$ cat src/rtl/note_sequencer.sv
`default_nettype none
// ============================================================================
// Module   : note_sequencer
// Brief    : Plays a register-table melody as a stream of pitch codes.
// Revision : 1.0 - initial release
// ============================================================================
module note_sequencer #(
    parameter int  TICK_DIV = 1000,
    parameter int  DEPTH    = 16,
    localparam int ADDR_W   = $clog2(DEPTH)
) (
    input  logic              clk,
    input  logic              reset,
    input  logic              wr_en,
    input  logic [ADDR_W-1:0] wr_addr,
    input  logic [7:0]        wr_freq,
    input  logic [7:0]        wr_dur,
    input  logic              start,
    input  logic              stop,
    input  logic              loop_en,
    output logic [7:0]        frequency_control,
    output logic              playing,
    output logic              note_strobe,
    output logic              done,
    output logic [ADDR_W-1:0] index
);
    localparam int PRE_W = $clog2(TICK_DIV);
    localparam logic [PRE_W-1:0]  c_tick_last  = PRE_W'(TICK_DIV - 1);
    localparam logic [ADDR_W-1:0] c_last_index = ADDR_W'(DEPTH - 1);

    typedef enum logic [1:0] {
        S_IDLE = 2'd0,
        S_LOAD = 2'd1,
        S_PLAY = 2'd2
    } state_t;

    logic [7:0]        r_tab_freq [DEPTH];
    logic [7:0]        r_tab_dur  [DEPTH];

    state_t            r_state,     w_state;
    logic [ADDR_W-1:0] r_index,     w_index;
    logic [7:0]        r_freq,      w_freq;
    logic [7:0]        r_remaining, w_remaining;
    logic [PRE_W-1:0]  r_prescaler, w_prescaler;
    logic              r_strobe,    w_strobe;
    logic              r_done,      w_done;
    logic [7:0]        w_entry_freq;
    logic [7:0]        w_entry_dur;

    always_ff @(posedge clk or posedge reset) begin
        if (reset) begin
            for (int i = 0; i < DEPTH; i++) begin
                r_tab_freq[i] <= '0;
                r_tab_dur[i]  <= '0;
            end
        end else if (wr_en) begin
            r_tab_freq[wr_addr] <= wr_freq;
            r_tab_dur[wr_addr]  <= wr_dur;
        end
    end

    // Register read port: a write this cycle only becomes visible next cycle.
    assign w_entry_freq = r_tab_freq[r_index];
    assign w_entry_dur  = r_tab_dur[r_index];

    always_ff @(posedge clk or posedge reset) begin
        if (reset) begin
            r_state     <= S_IDLE;
            r_index     <= '0;
            r_freq      <= '0;
            r_remaining <= '0;
            r_prescaler <= '0;
            r_strobe    <= 1'b0;
            r_done      <= 1'b0;
        end else begin
            r_state     <= w_state;
            r_index     <= w_index;
            r_freq      <= w_freq;
            r_remaining <= w_remaining;
            r_prescaler <= w_prescaler;
            r_strobe    <= w_strobe;
            r_done      <= w_done;
        end
    end

    always_comb begin
        w_state     = r_state;
        w_index     = r_index;
        w_freq      = r_freq;
        w_remaining = r_remaining;
        w_prescaler = r_prescaler;
        w_strobe    = 1'b0;
        w_done      = 1'b0;

        if (stop) begin
            w_state     = S_IDLE;
            w_index     = '0;
            w_freq      = '0;
            w_remaining = '0;
            w_prescaler = '0;
        end else begin
            case (r_state)
                S_IDLE: begin
                    if (start) begin
                        w_state = S_LOAD;
                        w_index = '0;
                    end
                end
                S_LOAD: begin
                    if (w_entry_dur != 8'd0) begin
                        w_freq      = w_entry_freq;
                        w_remaining = w_entry_dur;
                        w_prescaler = '0;
                        w_strobe    = 1'b1;
                        w_state     = S_PLAY;
                    end else if (loop_en && (r_index != '0)) begin
                        w_index = '0;
                    end else begin
                        // Marker on entry 0 always finishes so an empty song cannot spin.
                        w_state = S_IDLE;
                        w_freq  = '0;
                        w_done  = 1'b1;
                    end
                end
                S_PLAY: begin
                    if (r_prescaler == c_tick_last) begin
                        w_prescaler = '0;
                        w_remaining = r_remaining - 8'd1;
                        if (r_remaining == 8'd1) begin
                            if (r_index != c_last_index) begin
                                w_index = r_index + 1'b1;
                                w_state = S_LOAD;
                            end else if (loop_en) begin
                                w_index = '0;
                                w_state = S_LOAD;
                            end else begin
                                w_state = S_IDLE;
                                w_freq  = '0;
                                w_done  = 1'b1;
                            end
                        end
                    end else begin
                        w_prescaler = r_prescaler + 1'b1;
                    end
                end
                default: begin
                    w_state = S_IDLE;
                end
            endcase
        end
    end

    assign frequency_control = r_freq;
    assign playing           = (r_state != S_IDLE);
    assign note_strobe       = r_strobe;
    assign done              = r_done;
    assign index             = r_index;

endmodule
`default_nettype wire

$ cat config.mk
export PLATFORM = sky130hd
export DESIGN_NAME = note_sequencer
export DESIGN_NICKNAME = d
export VERILOG_FILES = /design/src/rtl/note_sequencer.sv
export SDC_FILE = /design/constraint.sdc
export NUM_CORES = 1
export LEC_CHECK = 0
export BUFFER_PORTS_ARGS = -buffer_cell sky130_fd_sc_hd__buf_2
export CAP_MARGIN = 20
export CORE_MARGIN = 1
export CORE_UTILIZATION = 50
export DETAILED_ROUTE_END_ITERATION = 8
export GPL_TIMING_DRIVEN = 1
export PLACE_DENSITY_LB_ADDON = 0.15
export SLEW_MARGIN = 20
export SYNTH_ARGS = -nofsm -noshare
export SYNTH_HDL_FRONTEND = slang
export SYNTH_SLANG_ARGS = --single-unit
$ cat constraint.sdc
create_clock -name clk -period 11.6 [get_ports clk]
set_input_delay 1.16 -clock clk [delete_from_list [all_inputs] [get_ports clk]]
set_output_delay 1.16 -clock clk [all_outputs]
set_load 0.02 [all_outputs]
==> metrics <==
Mapped Avg Cell Area around 15 um^2; Die Wd around 170 um; Worst Hold Path EP r_tab_dur[12]$_DFFE_PP0P_; Rel. slew slack 36.83%; layout cells sized above 1 47.38%; Final Hold Viols 0; vias 8,035; top cell type's share of synthesized area about 54%; Area after DPL around 0.014 mm^2; outcome complete, no violations; setup tns final 0 ns; maximum vdd drop 0.09809 mV; Clk Latency, worst-skew pair 0.51 ns; sequential-to-total area share from yosys stat a little over half; GRT overflow 0; Fill cells 2,072; post-CTS setup buffer count 0; post-synthesis cell area 0.01356 mm^2; Cell Pwr Density just under 200 mW/mm^2; Final Slew Violations 0; placer congestion estimate around 0.86; Starting Density 51.46%; Post-synth EDFFs 0; # nets final between 900 and 1,000; top-count cell post-synth dfrtp_1; Die Span Y between 150 and 200 um; fin cells roughly 1,300; hpwl dp 18,030 um; Ports between 40 and 50; RSZ-0062 raised after global routing false; Critical Path RT 11.98 ns; Synth Net Count 960; Area growth syn-to-layout 11.96%; Detailed Route WL between 30,000 and 40,000 um; dpl cells ~1,300; arrival time worst endpoint ~4.4 ns; DRC viols 0; CP Capture Type register; core area between 0.02 and 0.03 mm^2; Leakage between 0.006 and 0.007 uW; fin crit period about 4.0 ns; Cell variety after synth just under 50; hold path depth 1; first-pass GRT wire length slightly above 50,000 um; Post-CTS Hold Fix Bufs 0; GRT Util Overall roughly 24%; vias in the first global route about 8,400; Num CTS Buffers 34; CTS tree built; Setup CP Type reg -> reg; final setup margin 7.598 ns; CTS Buffer Depth 3; die area about 0.028 mm^2; H-tree depth 2; CTS clk-pin slew, worst paths about 0.060 ns; routed length per placed instance ~24 um; clock sink count between 200 and 300; cell row count 59; vias per inst 6.143; pre-CTS setup slack 7.552 ns; Synth Warn # 0; Clock Tree Root clkbuf_16; Hold Startpoint r_tab_dur[12]$_DFFE_PP0P_; worst-margin pin slew about 0.95 ns; Reg-to-Reg Start index[1]$_DFFE_PP0P_; router iterations before antenna repair 5; # diodes 0; largest net degree at the start of global routing 186; DR iter-0 viols about 650; final instance area 0.01518 mm^2; top post-synthesis cells by area dfrtp_1 (54%), mux2_2 (21%), mux4_2 (12%); flops & latches, synth 290; Max Clock Freq 249.9 MHz; most frequent cells after synthesis dfrtp_1 (290), mux2_2 (258), mux4_2 (72), clkbuf_1 (49), nor2_1 (35); final number of setup-violating endpoints 0; Port Buffers 40; r2r endpoint r_prescaler[2]$_DFFE_PP0P_; r2r setup slk approximately 7.6 ns; crit path max fanout between 50 and 60; Antenna Nets Post-Route 0; Async SR Flop Fraction 100.0%; R2R depth 8; initial antenna violation count 1; Clock Skew 0.01452 ns; synthesized instance count 925; Synth area leader dfrtp_1; ys flop type dfrtp_1; post-CTS sizing 0; max cap viols 0; HP Class reg -> reg; Final Cycle Share around 34%; Critical Path Source Type register
-- area by class of cell --
class / count / area [um^2] / share of cell area [%]
clock inverter: 6 / 36.28 / 0.2390
multi-input combinational: 555 / 6026 / 39.69
sequential: 290 / 7263 / 47.84
tap: 335 / 419.2 / 2.761
timing repair buffer: 60 / 382.9 / 2.522
inverter: 13 / 56.30 / 0.3709
clock buffer: 49 / 998.5 / 6.577
-- critical path, stage by stage (launching register included) --
cell and delay [ns]:
dfrtp_4 0.61, buf_4 0.80, mux4_2 0.59, a22oi_1 0.19, nand2_1 0.22, nor4_2 0.42, nand3_1 0.36, and4b_1 0.32
a311o_1 0.31
-- stage by stage --
step | utilization [%] | hold WS, ns | total power, uW
floorplan | - | 0.4739 | 1854
global placement | 53.55 | 0.4821 | 1997
detailed placement | 53.55 | 0.4881 | 2017
CTS | 57.48 | 0.5004 | 3022
global route | 57.61 | 0.5118 | 3155
finish | 57.61 | 0.4999 | 3004
-- placed cells by master (no fill, tap or decap), types with 3 or more instances in the layout --
master     count
buf_4         18
or4_1          3
buf_2         40
clkbuf_16     35
or3_1          6
nand3_1        9
mux2i_1        9
nand3b_1       3
clkinv_2       4
o21ai_0       15
inv_1         12
a22oi_1        8
mux4_2        72
and3_1         3
a31oi_1        7
clkbuf_8       7
a21o_1         5
ha_1           9
nor2b_1        3
dfrtp_1      287
a311oi_1       3
nand2_1       26
mux2_2       258
a21oi_1       11
nand2b_1       7
a22o_1        19
clkbuf_1       7
nor2_2         8
a31o_2         4
nor2_1        26
and4b_1        3
nor3_1         8
nor3b_1        4
-- routing by layer --
layer	share of wire [%]	up-vias	wire length, um	track usage (%)
met3	4.9	45	1564	4.420
met1	49	4292	15390	36.96
met5	0.035	-	11	0
li1	-	3525	-	-
met2	45	171	14210	35.66
met4	1.7	2	528	5.797
-- kinds of logic after synthesis --
logic type / synth area share, %
mux: 34.05
compound gates: 4.429
fa+ha+maj: 0.8304
simple gates: 4.826
buf+inv: 2.353
flops: 53.52
-- report_power, final --
part / switching (uW) / internal [uW]
logic: 292 / 351
clock network: 406 / 594
registers: 119 / 1240
total: 818 / 2190
-- sequential cells by signal (all words and copies together), names as in the netlist --
| signal | cells |
|---|---|
| r_tab_dur | 128 |
| r_tab_freq | 128 |
| r_prescaler | 10 |
| frequency_control | 8 |
| r_remaining | 8 |
| index | 4 |
| r_state | 2 |
| done | 1 |
| note_strobe | 1 |
-- how the worst max path moves through the flow --
stage / cells past startpoint / from / end
after floorplan: 1 / reset / done$_DFF_PP0_
final: 8 / index[1]$_DFFE_PP0P_ / r_prescaler[2]$_DFFE_PP0P_
after global routing: 8 / index[1]$_DFFE_PP0P_ / frequency_control[6]$_DFFE_PP0P_
after CTS: 8 / index[1]$_DFFE_PP0P_ / r_remaining[6]$_DFFE_PP0P_
after detailed placement: 8 / index[1]$_DFFE_PP0P_ / r_remaining[6]$_DFFE_PP0P_
after global placement: 8 / index[1]$_DFFE_PP0P_ / r_prescaler[2]$_DFFE_PP0P_
No activity file was read; power rests on OpenSTA's default activity.
